==> src/rtl/round_ctrl.sv <==
// Round controller for the reaction game: button arbitration, randomised lights-on countdown, round outcome to the scorer.
// Define ROUND_CTRL_SYNC_EN to pass pbl/pbr through 2-flop synchronizers before use.
`timescale 1ns/1ps
module round_ctrl #(
   parameter int unsigned PRESCALE    = 1000,
   parameter int unsigned MIN_WAIT    = 16,
   parameter int unsigned LIT_TIMEOUT = 64,
   parameter int unsigned COOLDOWN    = 32
) (
   input  logic       clk,
   input  logic       rst,
   input  logic       pbl,
   input  logic       pbr,
   input  logic [6:0] score,
   output logic       leds_on,
   output logic       winrnd,
   output logic       right
);

   localparam int unsigned T_A   = MIN_WAIT + 63;
   localparam int unsigned T_B   = (T_A > LIT_TIMEOUT) ? T_A : LIT_TIMEOUT;
   localparam int unsigned T_MAX = (T_B > COOLDOWN) ? T_B : COOLDOWN;
   localparam int unsigned TW    = $clog2(T_MAX + 1);
   localparam int unsigned PW    = (PRESCALE > 1) ? $clog2(PRESCALE) : 1;
   localparam logic [PW-1:0] PS_LAST = PW'(PRESCALE - 1);
   localparam logic [6:0] WON_L = 7'b1110000;
   localparam logic [6:0] WON_R = 7'b0000111;

   typedef enum logic [2:0] {
      S_IDLE, S_WAIT, S_LIT, S_HIT, S_COOL, S_DONE
   } state_t;

   state_t state, state_nxt;

   logic          pl, pr;
   logic [7:0]    lfsr;
   logic [5:0]    w_lat;
   logic [PW-1:0] presc;
   logic [TW-1:0] tcnt;
   logic [TW:0]   tcnt_inc;
   logic          tick;
   logic          wait_done, lit_done, cool_done;
   logic          tie;
   logic          leds_d, winrnd_d, right_d, tie_d;

`ifdef ROUND_CTRL_SYNC_EN
   logic [1:0] l_sync, r_sync;

   always_ff @(posedge clk) begin
      if (rst) begin
         l_sync <= '0;
         r_sync <= '0;
      end else begin
         l_sync <= {l_sync[0], pbl};
         r_sync <= {r_sync[0], pbr};
      end
   end

   assign pl = l_sync[1];
   assign pr = r_sync[1];
`else
   assign pl = pbl;
   assign pr = pbr;
`endif

   // x^8+x^6+x^5+x^4+1, free-running in every state
   always_ff @(posedge clk) begin
      if (rst) lfsr <= 8'h01;
      else     lfsr <= {lfsr[6:0], lfsr[7] ^ lfsr[5] ^ lfsr[4] ^ lfsr[3]};
   end

   always_ff @(posedge clk) begin
      if (rst)
         w_lat <= '0;
      else if (state_nxt == S_WAIT && state != S_WAIT)
         w_lat <= lfsr[5:0];
   end

   assign tick     = (presc == PS_LAST);
   assign tcnt_inc = {1'b0, tcnt} + (TW+1)'(1);

   // "Reaching" a count means the tick that would make the counter equal the target,
   // so the transition lands exactly PRESCALE*target cycles after state entry.
   assign wait_done = tick && (tcnt_inc >= (TW+1)'(MIN_WAIT) + (TW+1)'(w_lat));
   assign lit_done  = tick && (tcnt_inc >= (TW+1)'(LIT_TIMEOUT));
   assign cool_done = tick && (tcnt_inc >= (TW+1)'(COOLDOWN));

   always_ff @(posedge clk) begin
      if (rst) begin
         presc <= '0;
         tcnt  <= '0;
      end else if (state_nxt != state) begin
         presc <= '0;
         tcnt  <= '0;
      end else begin
         presc <= tick ? '0 : presc + PW'(1);
         if (tick && tcnt != '1)
            tcnt <= tcnt + TW'(1);
      end
   end

   // State and registered outputs
   always_ff @(posedge clk) begin
      if (rst) begin
         state   <= S_IDLE;
         leds_on <= 1'b0;
         winrnd  <= 1'b0;
         right   <= 1'b0;
         tie     <= 1'b0;
      end else begin
         state   <= state_nxt;
         leds_on <= leds_d;
         winrnd  <= winrnd_d;
         right   <= right_d;
         tie     <= tie_d;
      end
   end

   always_comb begin
      state_nxt = state;
      case (state)
         S_IDLE: if (!pl && !pr) state_nxt = S_WAIT;
         S_WAIT: begin
            if (pl || pr)       state_nxt = S_HIT;
            else if (wait_done) state_nxt = S_LIT;
         end
         S_LIT: begin
            if (pl || pr)      state_nxt = S_HIT;
            else if (lit_done) state_nxt = S_COOL;
         end
         S_HIT:  state_nxt = S_COOL;
         S_COOL: begin
            if (cool_done)
               state_nxt = (score == WON_L || score == WON_R) ? S_DONE : S_IDLE;
         end
         S_DONE: state_nxt = S_DONE;
         default: state_nxt = S_IDLE;
      endcase
   end

   // Outputs are computed from the next state so they are registered alongside it
   always_comb begin
      winrnd_d = (state_nxt == S_HIT);
      right_d  = winrnd_d && pr && (!pl || tie);
      tie_d    = tie ^ (winrnd_d && pl && pr);
      leds_d   = (state_nxt == S_LIT) || (state_nxt == S_HIT && state == S_LIT);
   end

endmodule
==> config.mk <==
export PLATFORM = sky130hd
export DESIGN_NAME = round_ctrl
export DESIGN_NICKNAME = d
export VERILOG_FILES = /design/src/rtl/round_ctrl.sv
export SDC_FILE = /design/constraint.sdc
export NUM_CORES = 1
export LEC_CHECK = 0
export ABC_CLOCK_PERIOD_IN_PS = 2200
export CORE_MARGIN = 3
export CORE_UTILIZATION = 53
export CTS_CLUSTER_DIAMETER = 60
export CTS_CLUSTER_SIZE = 16
export DETAILED_ROUTE_END_ITERATION = 10
export PLACE_DENSITY = 0.72
export SYNTH_ARGS = -nofsm -noshare
export SYNTH_HDL_FRONTEND = slang
export SYNTH_SLANG_ARGS = --single-unit
==> constraint.sdc <==
create_clock -name clk -period 2.2 [get_ports clk]
set_input_delay 0.44 -clock clk [delete_from_list [all_inputs] [get_ports clk]]
set_output_delay 0.44 -clock clk [all_outputs]
set_load 0.1 [all_outputs]
# Word level (Yosys, flattened, before mapping)
# Cells that the tools add are included.
# Widths: inputs -> output; s select.
classes:
  reduce_logical: 20
  bitwise_logic: 4
  multipliers: 0
  add_sub_neg: 4
  eq_ne: 14
  mux: 8
  div: 0
  n_lt_le_gt_ge: 3
  n_shift: 0
op_table:
  columns: ["op", "count"]
  rows:
  - ["$mux 3", 7]
  - ["$pmux 3 s6", 1]
  - ["$eq 3x2->1 const B", 4]
  - ["$logic_and 1x1->1", 11]
  - ["$add 10x1->10 const B", 1]
  - ["$eq 10x10->1 const B", 1]
  - ["$add 7x1->8 const B", 1]
  - ["$ge 8x6->1 const B", 1]
  - ["$ge 8x7->1", 1]
  - ["$ge 8x7->1 const B", 1]
  - ["$add 5x6->7 const A", 1]
  - ["$add 7x1->7 const B", 1]
  - ["$eq 7x3->1 const B", 1]
  - ["$eq 7x7->1 const B", 1]
  - ["$ne 7x7->1 const B", 1]
  - ["$eq 3x1->1 const B", 2]
  - ["$eq 3x3->1 const B", 2]
  - ["$logic_or 1x1->1", 4]
  - ["$xor 1x1->1", 4]
  - ["$logic_not 3->1", 1]
  - ["$ne 3x1->1 const B", 1]
  - ["$ne 3x3->1", 1]
  - ["$reduce_or 3->1", 1]
  - ["$logic_not 1->1", 2]
  - ["$reduce_or 2->1", 1]
word_totals:
  reg_bits: 38
  out_inout_bits: 3
  latchBits: 0
  memories: 0
  elab_cells: 62
  mem_bits_rw: 0
  rom_bits: 0
  inputBits: 11

# Depth between registers and ports, before layout
# Gate-level depths: netlist of run 1.
logic_depth:
  ltp_word: 10
  mapped_depth: 12
  ltp_nobuf: 10

# Worst setup path before layout of run 1
# No wires, ideal clock.
synth_path:
  path_kind: "reg-to-reg"
  startpoint: "register tcnt[0]"
  endpoint: "register presc[1]"
  required_ns: 2.065
  period_less_slack_ns: 2.408
  t_arrival_ns: 2.273
  path_buffers: 2
  path_slack_ns: -0.208
  setup_time_ns: 0.135
  stages_incl_launch_ff: 12
  path_cell_list: "dfxtp_1 > ha_1 > buf_2 > and3_1 > xor2_1 > ha_1 > o2111ai_1 > o21a_1 > and3b_1 > o22ai_4 > buf_6 > nor4_2"
synth_between:
  elab_chain_len: 8
  word_cells_on_any_way: 15
  classes_between: "1 x add/sub; 3 x order compare; 1 x eq/ne; 6 x mux; 4 x reduce/logical"
synth_lines:
  columns: ["item", "line_no", "source"]
  rows:
  - ["start: declaration", "39", "logic [TW-1:0] tcnt;"]
  - ["start signal: assignment", "98", "tcnt <= tcnt + TW'(1);"]
  - ["$add 7x1->8 *", "80", "assign tcnt_inc = {1'b0, tcnt} + (TW+1)'(1);"]
  - ["via tcnt_inc[4]", "40", "logic [TW:0] tcnt_inc;"]
  - ["$ge 8x7->1 (on tied branches)", "85, 84", null]
  - ["$logic_and 1x1->1 (on tied branches)", "85, 84", null]
  - ["$mux 3 (on tied branches)", "129, 125", null]
  - ["$mux 3 (on tied branches)", "128, 124", null]
  - ["$pmux 3 s6 *", "121", "case (state)"]
  - ["$ne 3x3->1 *", "92", "end else if (state_nxt != state) begin"]
  - ["$reduce_or 3->1 (no source line) *", null, null]
  - ["end signal: assignment", "96", "presc <= tick ? '0 : presc + PW'(1);"]
  - ["end: declaration", "38", "logic [PW-1:0] presc;"]
# The timed path passes the listed nets; every way through them passes the cells marked *.
# A chain may end at the register's enable or synchronous reset.

# Worst setup path after layout of run 1
layout_path:
  startpoint: "register tcnt[0]"
  endpoint: "register presc[2]"
# The elaborated chain is that of the path after synthesis.

==> results of run 1 <==
## layer usage
metal / track usage / wire, um
met1: 0.261 / 2370
met2: 0.388 / 2910
met3: 0.0518 / 201
met4: 0.0723 / 144
met5: 0 / 0
## metrics by stage
step | setup WS, ns | area (um^2) | utilization
4_1_cts | -0.237 | 2780 | 0.727
3_5_place_dp | -0.298 | 2480 | 0.648
3_3_place_gp | -0.219 | 2480 | 0.648
6_report | -0.283 | 2910 | 0.759
5_1_grt | -0.356 | 2910 | 0.759
2_1_floorplan | -0.111 | 2250 | -
## layout make-up
type,count,area (um^2)
fillers,229,921
inverters,7,26.3
well taps,48,60.1
flip-flops and latches,38,774
repair buffers,43,423
clock buffers,7,86.3
clock inverters,1,5.00
multi-input cells,167,1530
## power by group through the flow
stage	clock network (mW)	logic [mW]	registers, mW
finish	0.484	0.726	0.784
global route	0.539	0.753	0.789
CTS	0.495	0.628	0.780
detailed placement	0	0.453	0.798
global placement	0	0.441	0.795
floorplan	0	0.343	0.795
## logic make-up after synthesis
logic type                 share of synthesized area
and+or+nand+nor                                0.319
DFF                                            0.346
AOI/OAI and AO/OA                             0.0961
muxes                                         0.0421
adders and majority gates                     0.0569
buffers and inverters                         0.0569
xor gates and xnor gates                      0.0836
## how the worst max path moves through the flow
stage | start | to | slack, ns | cells past startpoint
3_3_place_gp | tcnt[1]$_SDFFE_PP0P_ | right$_SDFF_PP0_ | -0.22 | 10
4_1_cts | tcnt[0]$_SDFFE_PP0P_ | presc[2]$_SDFF_PP0_ | -0.24 | 11
5_1_grt | tcnt[0]$_SDFFE_PP0P_ | presc[2]$_SDFF_PP0_ | -0.36 | 11
3_5_place_dp | tcnt[1]$_SDFFE_PP0P_ | tcnt[3]$_SDFFE_PP0P_ | -0.30 | 11
2_1_floorplan | tcnt[0]$_SDFFE_PP0P_ | presc[1]$_SDFF_PP0_ | -0.11 | 11
6_report | tcnt[0]$_SDFFE_PP0P_ | presc[2]$_SDFF_PP0_ | -0.28 | 10
## worst max-delay path, stage by stage (launching register included)
cell and delay (ns):
dfxtp_4 0.36, ha_4 0.18, xor2_2 0.15, ha_1 0.29
a211o_1 0.26, a31oi_1 0.19, o21a_1 0.19, and3b_2 0.23
o22ai_4 0.11, buf_12 0.19, nor4_4 0.25
## flip-flops by register name, summed over array words and instances, names as in the netlist
name / count
state: 3
lfsr: 8
right: 1
tcnt: 7
leds_on: 1
winrnd: 1
w_lat: 6
presc: 10
tie: 1
## repair_timing
item,4_1_cts,5_1_grt
setup endpoints to repair,21,21
buffers inserted,6,3
pin swaps,19,6
hold endpoints to repair,0,0
resized for setup,24,13
cloned,1,0
## cell usage after synthesis (all sizes together), types with 2 or more instances
library cell  instances
inv                   7
nor2b                 8
ha                   10
buf                   9
xnor2                13
and3b                 2
dfxtp                38
a31oi                 4
or3                   3
o21a                  3
nor3                 14
nand2                14
nand4                 2
and2                  2
mux2i                 8
nor2                 17
nand3                 9
a21oi                 8
clkbuf                4
xor2                  8
nand2b                2
and3                  5
and4                  4
nor4                 14
o21ai                 3
==> impl_results.md, run 1 <==
- Die area: approximately 0.0050 mm^2
- Initial DRT Pass Iterations: 4
- Status: finished, violations left
- DR iter-0 viols: 139
- Tcrit/Tclk final: 1.13
- Final setup vio count: 20
- CTS Buffer Depth: 2
- DRC Markers: 0
- Vias after detailed routing: around 1900
- CTS tree: done
- Ant. Diodes: 0
- First-pass GRT wire length: just under 9000 um
- Top_reg_cell synth: dfxtp_1
- CTS Sinks: 38
- Worst slew margin: 0.685
- Area delta synth->final: 32.1%
- I/O Buffers: 13
- Failing checks: setup timing
- Top cells by area, synth: dfxtp_1 35%, ha_1 5.7%, xnor2_1 5.2%
- Min cycle time layout: between 2 and 2.5 ns
- Cell Rows: 22
- Syn_area_per_cell: 9.78 um^2
- Hold bufs inserted after CTS: 0
- Slew @ Worst Pin: roughly 0.47 ns
- Hold Path End: lfsr[7]$_SDFF_PP0_
- Final std cells w/o fill: 311
- R2r endpoint: presc[2]$_SDFF_PP0_
- PD cells: slightly below 700 mW/mm^2
- Initial antenna violation count: 0
- Grt ovf: 0
- Maximum vdd drop: 0.459 mV
- Largest net degree at the start of global routing: 19
- Number of global-route vias before repair: 1859
- Post-synthesis sequential area ratio: 0.346
- Core ar.: roughly 0.0038 mm^2
- Final WS setup: -0.283 ns
- Synth area leader: dfxtp_1
- CTS H-tree lvls: 2
- Root Driver: clkbuf_8
- Switching portion of total power: 0.345
- Average vias per placed instance: 5.97
- Total routed wirelength: ~5600 um
- RSZ-0062 raised after global routing: yes
- Clock power frac: 0.243
- Drt wl/cell: 18.1 um
- Final net count: 283
- HP Class: flip-flop to flip-flop
- Lkg Pwr: roughly 1.1 nW
- Worst Path Max Fanout: 8
- Logic pwr share: 0.364
- Setup tns final: -4.05 ns
- Layout cell share with drive strength beyond 1: 0.361
- Post-synthesis register bit count: 38
- PnR Total Power: around 2.0 mW
- IO Pins: 14
- Fmax: 0.403 GHz
- Syn. warnings: 0
- R2r startpoint: tcnt[0]$_SDFFE_PP0P_
- Cell-internal power: approximately 1.3 mW
- Worst Path Arrival: about 2.7 ns
- Clock Skews: approximately 0.0094 ns
- Most frequent cells in the layout: 33 x dfxtp_1, 26 x buf_4, 14 x nand2_1, 14 x nor2_1, 12 x xnor2_1
- Die Y: a little over 70 um
- Initial Util: 0.575
- Worst setup path class: flip-flop to flip-flop
- Sequential share of power: 0.393
- Post-synth ARST share: 0
- Cell Area, Synth: roughly 0.0022 mm^2
- Post-DP HPWL: approximately 3500 um
- Pins Over Slew Limit: 0
- Gpl congestion: roughly 0.88
- Critical path startpoint category: flip-flop
- GR Util All Layers: 0.221
- Most common cell after layout, fill and taps aside: dfxtp_1
- CP Capture Type: flip-flop
- Hold Crit Start: lfsr[6]$_SDFF_PP0_
- Hold Vio Cnt, Final: 0
- Die W: 70.4 um
- Critical Path RT: around 2.4 ns
- Post-synth top area share: 0.346
- Post-Syn Instances: between 200 and 250
- Synth cell types: between 60 and 70
- Post-route ant nets: 0
- Post-synth EDFFs: 0
- Post-Syn Nets: 246
- CTS buffer count: 5
- Clock transition at path regs: 0.07 ns
- Worst reg-to-reg setup slack: -0.28 ns
- Reg2Reg Depth: 10
- Hold path depth: 1
- Hold_ws: between 0.4 and 0.5 ns
- Clock Latency Late Sink: roughly 0.28 ns
- Inst Count DP: 293
- Max-Cap Viols: 0
- Switching power: a little under 0.7 mW
(Power assumes the default switching activity.)
==> inputs of run 2 (changes only) <==
--- a/config.mk
+++ b/config.mk
@@ -12,6 +12,7 @@
 export CTS_CLUSTER_SIZE = 16
 export DETAILED_ROUTE_END_ITERATION = 10
 export PLACE_DENSITY = 0.72
+export RECOVER_POWER = 100
 export SYNTH_ARGS = -nofsm -noshare
 export SYNTH_HDL_FRONTEND = slang
 export SYNTH_SLANG_ARGS = --single-unit
==> run 2 against run 1 <==
The flow still finishes with violations (setup timing). First-iteration DRC count decreased by 14%. Count of clock-buffer cells in the layout unchanged. Critical path depth increased by 2. Register-to-register slack about the same. Non-clock buffer count unchanged. Fmax decreased by 0.33%. Critical endpoint is now presc[5]$_SDFF_PP0_.
==> impl_results.md, run 2 (synthesized netlist as in run 1, its figures left out) <==
- Status: finished, violations left
- Failing checks: setup timing
- Post-DP HPWL: 3490 um (unchanged)
- Grt ovf: 0 (unchanged)
- CTS Buffer Depth: 2 (unchanged)
- Cell Rows: 22 (unchanged)
- Logic pwr share: 0.362 (-0.002)
- Number of global-route vias before repair: 1859 (unchanged)
- Setup tns final: -4.45 ns (-0.399 ns)
- Worst Path Arrival: 2.66 ns (-0.02 ns)
- Clock Latency Late Sink: 0.28 ns (about the same)
- Max-Cap Viols: 0 (unchanged)
- Met2 WL: 2920 um (+0.24%)
- Die area: 0.00496 mm^2 (unchanged)
- Multi-input combinational cell area: 0.00152 mm^2 (-0.49%)
- Worst-path cell chain: ha_4 -> and3_4 -> xor2_1 -> ha_1 -> a21o_1 -> a21oi_2 -> o21a_1 -> and3b_2 -> o22ai_4 -> buf_12 -> buf_12 -> nor3_4
- Fillcell total: 235 (+2.6%)
- R2r startpoint: tcnt[0]$_SDFFE_PP0P_
- Hold_ws: 0.467 ns (+0.00000400 ns)
- First-pass GRT wire length: 8710 um (unchanged)
- Top reg by flops: presc
- Worst setup path class: flip-flop to flip-flop
- Slowest stage cell on the critical path: dfxtp_4
- Fmax: 0.401 GHz (-0.33%)
- Post-route ant nets: 0 (unchanged)
- Core ar.: 0.00383 mm^2 (unchanged)
- Most frequent cells in the layout: 33 x dfxtp_1, 22 x buf_4, 14 x nand2_1, 14 x nor2_1, 12 x xnor2_1
- Worst Path Max Fanout: 8 (unchanged)
- IO Pins: 14 (unchanged)
- Number of flip-flops in the largest register: 10 (unchanged)
- M1 WL: 2310 um (-2.5%)
- Largest regs: presc x10, lfsr x8, tcnt x7
- PD cells: 687 mW/mm^2 (+0.13%)
- Lkg Pwr: 1.08 nW (-0.95%)
- DRC Markers: 0 (unchanged)
- Fin util: 0.754 (-0.00491)
- Drt wl/cell: 18.0 um (-0.50%)
- PnR Total Power: 1.98 mW (-0.52%)
- CTS tree: done
- Final setup vio count: 20 (unchanged)
- Pins Over Slew Limit: 0 (unchanged)
- Vias after detailed routing: 1838 (-1.0%)
- Clock power frac: 0.243 (about the same)
- I/O Buffers: 13 (unchanged)
- Final net count: 283 (unchanged)
- GR Util All Layers: 0.221 (unchanged)
- WP depth: 12 (+2)
- Hold Vio Cnt, Final: 0 (unchanged)
- Total routed wirelength: 5600 um (-0.50%)
- Area delta synth->final: 31.2%
- Inst Count DP: 293 (unchanged)
- Switching power: 0.684 mW (-0.59%)
- Crit. Startpoint: tcnt[0]$_SDFFE_PP0P_
- Slew @ Worst Pin: 1.01 ns (+0.543 ns)
- Most common cell after layout, fill and taps aside: dfxtp_1
- Clock transition at path regs: 0.06 ns (about the same)
- Worst slew margin: 0.324 (-0.362)
- CTS Sinks: 38 (unchanged)
- Worst reg-to-reg setup slack: -0.29 ns (about the same)
- CP endpoint: presc[5]$_SDFF_PP0_
- Root Driver: clkbuf_8
- Maximum vdd drop: 0.457 mV (-0.45%)
- Die Y: 70.4 um (unchanged)
- Min cycle time layout: 2.49 ns (+0.00818 ns)
- CTS buffer count: 5 (unchanged)
- Gpl congestion: 0.882 (unchanged)
- Reg2Reg Depth: 12 (+2)
- CP top delay family: compound AO/OA/AOI/OAI gates
- R2r endpoint: presc[5]$_SDFF_PP0_
- Most used cell, CP: buf_12
- Hold bufs inserted after CTS: 0 (unchanged)
- Ant. Diodes: 0 (unchanged)
- FF+latch area: 774 um^2 (unchanged)
- Critical path startpoint category: flip-flop
- Initial antenna violation count: 0 (unchanged)
- Buf/Inv on CP: 2 (+1)
- Switching portion of total power: 0.345 (about the same)
- Uppermost layer routed: met4
- Clock Skews: 0.00960 ns (+0.000186 ns)
- HP Class: flip-flop to flip-flop
- DR iter-0 viols: 120 (-14%)
- Tcrit/Tclk final: 1.13 (+0.00372)
- CTS H-tree lvls: 2 (unchanged)
- Die W: 70.4 um (unchanged)
- Initial DRT Pass Iterations: 4 (unchanged)
- Initial Util: 0.575 (unchanged)
- Largest net degree at the start of global routing: 19 (unchanged)
- Final std cells w/o fill: 311 (unchanged)
- Final WS setup: -0.291 ns (-0.00818 ns)
- Max incr delay on CP: 0.37 ns (about the same)
- Layout cell share with drive strength beyond 1: 0.354 (-0.00760)
- Cell-internal power: 1.30 mW (-0.48%)
- Critical Path RT: 2.37 ns (-0.03 ns)
- CP Capture Type: flip-flop
- RSZ-0062 raised after global routing: yes
- Sequential share of power: 0.395 (+0.002)
- Average vias per placed instance: 5.91 (-1.0%)
- DR WL met3: 236 um (+17%)
## run 2: cell count changes in the layout (fill, tap and decap cells not counted)
cell	delta
o41ai_1	+1
buf_4	-4
clkbuf_2	+3
o41ai_2	-1
clkbuf_1	+1
## run 2: worst reg2reg max path: stages, from the launching register on
cell and delay, ns:
dfxtp_4 0.37, ha_4 0.17, and3_4 0.21, xor2_1 0.25, ha_1 0.23, a21o_1 0.14
a21oi_2 0.05, o21a_1 0.12, and3b_2 0.24, o22ai_4 0.25, buf_12 0.20, buf_12 0.13
nor3_4 0.04
## run 2: how the worst min path moves through the flow
stage	startpoint	endpoint	slack, ns	cells past startpoint
after floorplan	lfsr[6]$_SDFF_PP0_	lfsr[7]$_SDFF_PP0_	0.41	1
after global placement	lfsr[6]$_SDFF_PP0_	lfsr[7]$_SDFF_PP0_	0.43	1
after detailed placement	lfsr[2]$_SDFF_PP0_	lfsr[3]$_SDFF_PP0_	0.46	1
after CTS	lfsr[6]$_SDFF_PP0_	lfsr[7]$_SDFF_PP0_	0.47	1
after global routing	lfsr[6]$_SDFF_PP0_	lfsr[7]$_SDFF_PP0_	0.48	1
final	lfsr[6]$_SDFF_PP0_	lfsr[7]$_SDFF_PP0_	0.47	1
## run 2: through the flow
step | setup slack (ns) | cell area (um^2)
after CTS | -0.237 | 2780
after detailed placement | -0.298 | 2480
final | -0.291 | 2890
after floorplan | -0.111 | 2250
after global placement | -0.219 | 2480
after global routing | -0.355 | 2890
## run 2: power groups by stage
| stage | Combinational, mW | Clock [mW] | Sequential (mW) |
|---|---|---|---|
| 2_1_floorplan | 0.343 | 0 | 0.795 |
| 3_3_place_gp | 0.441 | 0 | 0.795 |
| 3_5_place_dp | 0.453 | 0 | 0.798 |
| 4_1_cts | 0.628 | 0.495 | 0.780 |
| 5_1_grt | 0.746 | 0.539 | 0.789 |
| 6_report | 0.718 | 0.482 | 0.783 |
## run 2: area by class of cell
cell class                 count  area share
sequential                    38       0.268
clock inverter                 1     0.00173
multi-input combinational    167       0.528
inverter                       7     0.00910
tap                           48      0.0208
timing repair buffer          43       0.143
clock buffer                   7      0.0299
## run 2: routing by layer
| layer | vias to the layer above | global-route usage |
|---|---|---|
| met3 | 13 | 0.0518 |
| met2 | 53 | 0.388 |
| met1 | 894 | 0.261 |
| met4 | 0 | 0.0723 |
| met5 | - | 0 |
| li1 | 878 | - |
## run 2: timing repair
action	in CTS	in global routing
resized for setup	24	13
hold endpoints to repair	0	0
pin swaps	19	6
setup buffers	6	3
cloned	1	0
endpoints found under the setup margin	21	21
==> inputs of run 3 (changes only) <==
--- a/config.mk
+++ b/config.mk
@@ -9,10 +9,11 @@
 export CORE_MARGIN = 3
 export CORE_UTILIZATION = 53
 export CTS_CLUSTER_DIAMETER = 60
-export CTS_CLUSTER_SIZE = 16
+export CTS_CLUSTER_SIZE = 14
 export DETAILED_ROUTE_END_ITERATION = 10
 export PLACE_DENSITY = 0.72
 export RECOVER_POWER = 100
+export SLEW_MARGIN = 20
 export SYNTH_ARGS = -nofsm -noshare
 export SYNTH_HDL_FRONTEND = slang
 export SYNTH_SLANG_ARGS = --single-unit
==> results of run 3 <==
No change in the layout: final DEF, timing and power equal those of run 2.
